**src/rtl/seg_scan_driver_pkg.sv**
```systemverilog
// Shared constants for the multiplexed seven-segment scan driver: hex font,
// segment bit positions and the scan step divider calculation.
package seg_scan_driver_pkg;

  localparam int SEG_A  = 0;
  localparam int SEG_G  = 6;
  localparam int SEG_DP = 7;

  // Active-high {g,f,e,d,c,b,a} patterns for 0-F, with lowercase b and d.
  localparam logic [6:0] HEX_FONT [16] = '{
    7'h3F, 7'h06, 7'h5B, 7'h4F, 7'h66, 7'h6D, 7'h7D, 7'h07,
    7'h7F, 7'h6F, 7'h77, 7'h7C, 7'h39, 7'h5E, 7'h79, 7'h71
  };

  // Clocks per PWM phase step; 0 flags an unusable clock/scan combination.
  function automatic int step_div(input int clk_hz, input int scan_hz);
    if (scan_hz <= 0 || clk_hz <= 0) return 0;
    return clk_hz / (scan_hz * 16);
  endfunction

endpackage

```
**src/rtl/seg_scan_driver_hex_to_seg7.sv**
```systemverilog
// Hex nibble to active-high segment pattern with blanking and decimal point.
module hex_to_seg7
  import seg_scan_driver_pkg::*;
(
  input  logic [3:0] nibble,
  input  logic       blank,
  input  logic       dp,
  output logic [7:0] seg
);

  assign seg[SEG_DP]      = dp;
  assign seg[SEG_G:SEG_A] = blank ? 7'h00 : HEX_FONT[nibble];

endmodule

```
**src/rtl/seg_scan_driver.sv**
```systemverilog
// Multiplexed seven-segment scan driver: BANKS displays of DPB digits each,
// PWM brightness, leading-zero blanking and a frame-aligned load handshake.
module seg_scan_driver
  import seg_scan_driver_pkg::*;
#(
  parameter int CLK_HZ         = 100000000,
  parameter int SCAN_HZ        = 1000,
  parameter int DPB            = 4,
  parameter int BANKS          = 2,
  parameter int SEG_ACTIVE_LOW = 1,
  parameter int AN_ACTIVE_LOW  = 1
) (
  input  logic                     clk,
  input  logic                     rst_n,
  input  logic [4*DPB*BANKS-1:0]   data,
  input  logic [DPB*BANKS-1:0]     dp,
  input  logic                     data_valid,
  output logic                     data_ready,
  input  logic                     lz_blank,
  input  logic [3:0]               brightness,
  output logic [8*BANKS-1:0]       seg,
  output logic [DPB*BANKS-1:0]     an,
  output logic                     frame_start
);

  localparam int N        = DPB * BANKS;
  localparam int STEP_DIV = step_div(CLK_HZ, SCAN_HZ);
  localparam int CW       = (STEP_DIV > 1) ? $clog2(STEP_DIV) : 1;
  localparam int IW       = $clog2(DPB);

  if (STEP_DIV < 1) begin : g_bad_step_div
    $error("seg_scan_driver: CLK_HZ/(SCAN_HZ*16) must be at least 1");
  end

  logic [CW-1:0]  step_cnt;
  logic [3:0]     phase;
  logic [IW-1:0]  idx;
  logic [4*N-1:0] pend_data, disp_data;
  logic [N-1:0]   pend_dp, disp_dp;
  logic           pend_lz, disp_lz, pend_full;
  logic [8*BANKS-1:0] seg_q, seg_next;
  logic [N-1:0]   an_q, an_next, blank;
  logic           frame_q;

  logic step_tc, slot_end, wrap, load, pwm_on;

  assign step_tc  = (step_cnt == CW'(STEP_DIV - 1));
  assign slot_end = step_tc && (phase == 4'hF);
  assign wrap     = slot_end && (idx == IW'(DPB - 1));
  assign load     = data_valid && !pend_full;
  assign pwm_on   = (phase < brightness);

  // NOTE: every register, including the pending and display copies, is
  // cleared by reset so a mid-frame reset discards any half-finished load.
  always_ff @(posedge clk) begin
    if (!rst_n) begin
      step_cnt  <= '0;
      phase     <= '0;
      idx       <= '0;
      pend_data <= '0;
      pend_dp   <= '0;
      pend_lz   <= 1'b0;
      pend_full <= 1'b0;
      disp_data <= '0;
      disp_dp   <= '0;
      disp_lz   <= 1'b0;
      frame_q   <= 1'b0;
      seg_q     <= '0;
      an_q      <= '0;
    end else begin
      // NOTE: state registers use non-blocking assignments so every process
      // sees the pre-edge values regardless of evaluation order.
      step_cnt <= step_tc ? '0 : step_cnt + 1'b1;
      if (step_tc)  phase <= phase + 1'b1;
      if (slot_end) idx   <= wrap ? '0 : idx + 1'b1;
      frame_q <= wrap;
      seg_q   <= seg_next;
      an_q    <= an_next;
      // A load accepted on the wrap cycle itself only lands at the next wrap.
      if (wrap && pend_full) begin
        disp_data <= pend_data;
        disp_dp   <= pend_dp;
        disp_lz   <= pend_lz;
        pend_full <= 1'b0;
      end else if (load) begin
        pend_data <= data;
        pend_dp   <= dp;
        pend_lz   <= lz_blank;
        pend_full <= 1'b1;
      end
    end
  end

  // Leading-zero blanking, scanning from the most significant digit down.
  always_comb begin
    logic zero_above;
    // NOTE: every combinational output gets a default first so no path
    // through the block leaves it unassigned and infers a latch.
    blank      = '0;
    zero_above = 1'b1;
    for (int k = N - 1; k >= 0; k--) begin
      // NOTE: blocking assignments here carry zero_above down the loop
      // within one evaluation.
      zero_above = zero_above && (disp_data[4*k +: 4] == 4'h0) && !disp_dp[k];
      blank[k]   = disp_lz && zero_above && (k != 0);
    end
  end

  for (genvar b = 0; b < BANKS; b++) begin : g_bank
    localparam int BASE = b * DPB;
    logic [3:0] nib;
    logic       blk, dpb;

    assign nib = disp_data[4*(BASE + int'(idx)) +: 4];
    assign blk = blank[BASE + int'(idx)];
    assign dpb = disp_dp[BASE + int'(idx)];

    hex_to_seg7 u_hex (
      .nibble (nib),
      .blank  (blk),
      .dp     (dpb),
      .seg    (seg_next[8*b +: 8])
    );

    assign an_next[BASE +: DPB] = pwm_on ? (DPB'(1) << idx) : '0;
  end

  assign data_ready  = !pend_full;
  assign frame_start = frame_q;
  assign seg = seg_q ^ {(8*BANKS){SEG_ACTIVE_LOW != 0}};
  assign an  = an_q  ^ {N{AN_ACTIVE_LOW != 0}};

endmodule

```
**config.mk**
```make
export PLATFORM = sky130hd
export DESIGN_NAME = seg_scan_driver
export DESIGN_NICKNAME = d
export VERILOG_FILES = /design/src/rtl/seg_scan_driver_pkg.sv /design/src/rtl/seg_scan_driver_hex_to_seg7.sv /design/src/rtl/seg_scan_driver.sv
export SDC_FILE = /design/constraint.sdc
export NUM_CORES = 1
export LEC_CHECK = 0
export CORE_UTILIZATION = 50
export CTS_BUF_LIST = sky130_fd_sc_hd__clkbuf_8
export DETAILED_ROUTE_END_ITERATION = 6
export DONT_BUFFER_PORTS = 1
export SKIP_CTS_REPAIR_TIMING = 1
export SYNTH_ARGS = -nofsm -noshare
export SYNTH_HDL_FRONTEND = slang
export SYNTH_HIERARCHICAL = 1
export SYNTH_SLANG_ARGS = --single-unit
```
**constraint.sdc**
```tcl
create_clock -name clk -period 5.7 [get_ports clk]
set_input_delay 1.14 -clock clk [delete_from_list [all_inputs] [get_ports clk]]
set_output_delay 1.14 -clock clk [all_outputs]
set_load 0.1 [all_outputs]
```
==> impl_metrics.ini <==
[run_status]
outcome = finished, final reports clean

[sta]
hold_viol = 0
worst_pin_slew_ns = 0.926
holdWs_ns = 0.458
slew_violations = 0
max_slew_margin = 0.382
finClkSkew_ns = 0.0121
fin_crit_ns = 2.72
fmax_ghz = 0.368
setup_viol = 0
period_share = 0.477
finalWorstSetupSlack_ns = 2.98
rsz0062_at_grt = false
setup_tns_ns = 0

[place]
port_buffers = 0
dpl_cell_area_mm2 = 0.00570
dp_hpwl_mm = 7.25
placed_cells = 734
place_ws_ns = 2.93
place_congestion = 0.790

[yosys]
ys_ff_latch = 123
netlist_instances = 637
avgSynthCellArea_um2 = 9.05
yosys_warnings = 6
syn_nets = 704
seq_area_frac_synth = 0.427
netlist_area_mm2 = 0.00577
ys.flop_type = dfxtp_1
synth_edf_count = 0
synth_cell_types = 50
async_reset_ff_frac = 0

[setup_path]
r2r_start = idx[0]
critPathRequiredTime_ns = 6.08
path_class = reg -> reg
startpoint = idx[0]
crit_path_start_kind = register
crit_fanout = 18
cp.arrival_ns = 3.10
worst_setup_path_end_kind = register

[layout]
final_cell_area_mm2 = 0.00608
drive_above_1_share = 0.0927
final_nets = 680
layout_commonest_cell = nand2_1
fin_util = 0.551
diodes = 0
final_cells = 766
area_delta_synth_final_pct = 5.38
n_fill_cell = 1039
layout_common_cells = nand2_1, dfxtp_1, mux2i_1

[routing]
vias = 4040
drtIter0Drc = 204
drc = 0
vias_per_cell = 5.27
drt_wl_total_mm = 10.8
first_pass_iters = 4
ant_nets = 0
wl_per_cell_um = 14.1

[clock_network]
cts.sinks = 123
clock_latency_ns = 0.44
htree_levels = 4
clockBufferDepth = 2
numCtsBuffers = 17
clkTransAtPathRegs_ns = 0.07
root_buffer = clkbuf_8
cts_tree = yes

[global_routing]
grt_start_max_net_pins = 151
overflow = 0
grt_usage = 0.195
antenna_found_initial = 0
grt_pass1_wl_mm = 17.7
grt_pass1_vias = 3761

[flow_run]
max_cap_viol_count = 0

[pwr]
ir_drop_mv = 0.168
leakagePower_nw = 2.27
powerDensity_mw_per_mm2 = 282
power.total_mw = 1.72

[hold_path]
hp-class = reg -> reg
hold_path.startpoint = pend_data[1]

[die]
dieHeight_um = 109
fp.dieW_um = 109
start_util = 0.523
ioPinCount = 74
die_area_mm2 = 0.0120
core-area_mm2 = 0.0110
std_cell_rows = 38
[worst max-delay path, stage by stage (launching register included)]
cell	delay, ns
dfxtp_1	0.92
mux4_2	0.69
inv_1	0.16
ha_1	0.15
inv_1	0.05
mux4_1	0.47
nor2_1	0.10
and2_1	0.13
[state kept, by name (all words and copies together) (netlist names), 2 cells and up]
name and count:
disp_data 32, pend_data 32, seg_q 16, step_cnt 13, disp_dp 8, pend_dp 8
an_q 4, phase 4, idx 2
[worst paths after layout]
check                                     to  slack (ns)  depth (start not counted)
worst max-delay path               seg_q[11]        2.98                          7
worst min-delay path            pend_data[1]        0.46                          2
worst max register to register     seg_q[11]        2.98                          7
worst min register to register  pend_data[1]        0.46                          2
[cell families after synthesis]
group | synth area share
AO/OA/AOI/OAI | 0.0859
XOR/XNOR | 0.0197
adder cells (fa/ha/maj) | 0.0412
buffers and inverters | 0.0668
flip-flops | 0.427
multiplexers | 0.143
AND/OR/NAND/NOR | 0.216
[Yosys cell counts (all sizes together) (2+ instances only)]
| library cell | n | area [µm²] |
|---|---|---|
| ha | 19 | 238 |
| nor2b | 4 | 25.0 |
| nor4 | 3 | 18.8 |
| buf | 19 | 160 |
| dfxtp | 123 | 2460 |
| mux2i | 49 | 490 |
| a21boi | 42 | 315 |
| xnor2 | 9 | 78.8 |
| mux2 | 4 | 52.6 |
| mux4 | 12 | 282 |
| a211oi | 7 | 62.6 |
| nor3 | 9 | 45.0 |
| a21oi | 4 | 20.0 |
| or4 | 5 | 38.8 |
| clkbuf | 25 | 93.8 |
| nand3 | 5 | 37.5 |
| inv | 35 | 131 |
| and2b | 2 | 17.5 |
| and3 | 2 | 12.5 |
| and2 | 18 | 113 |
| nand4 | 7 | 50.1 |
| a221oi | 4 | 35.0 |
| nor2 | 35 | 148 |
| a31o | 2 | 17.5 |
| nor4b | 2 | 32.5 |
| o21ai | 6 | 30.0 |
| nand2 | 171 | 642 |
| nand2b | 2 | 12.5 |
| xor2 | 4 | 35.0 |
[cell type report]
type / count / area, µm² / share of cell area
clock buffers: 19 / 262 / 0.0430
clock inverters: 13 / 113 / 0.0185
inverters: 35 / 131 / 0.0216
multi-input cells: 435 / 2930 / 0.482
flip-flops and latches: 123 / 2460 / 0.405
well taps: 140 / 175 / 0.0288
repair buffers: 1 / 7.51 / 0.00124
[power by group]
group	internal (mW)	leakage [nW]	switching (mW)
registers	0.883	1.00	0.0125
logic	0.0226	1.06	0.0749
clock network	0.399	0.209	0.324
total	1.30	2.27	0.411
[metal layers]
metal	track usage	part of all wire	vias to the layer above	wire length, µm
li1	-	-	2075	-
met4	0.0752	0.010	0	113
met2	0.290	0.42	90	4570
met3	0.0658	0.051	11	555
met1	0.261	0.52	1864	5590
met5	0	0	-	0
Note: power is estimated with default switching activity, not from simulation.
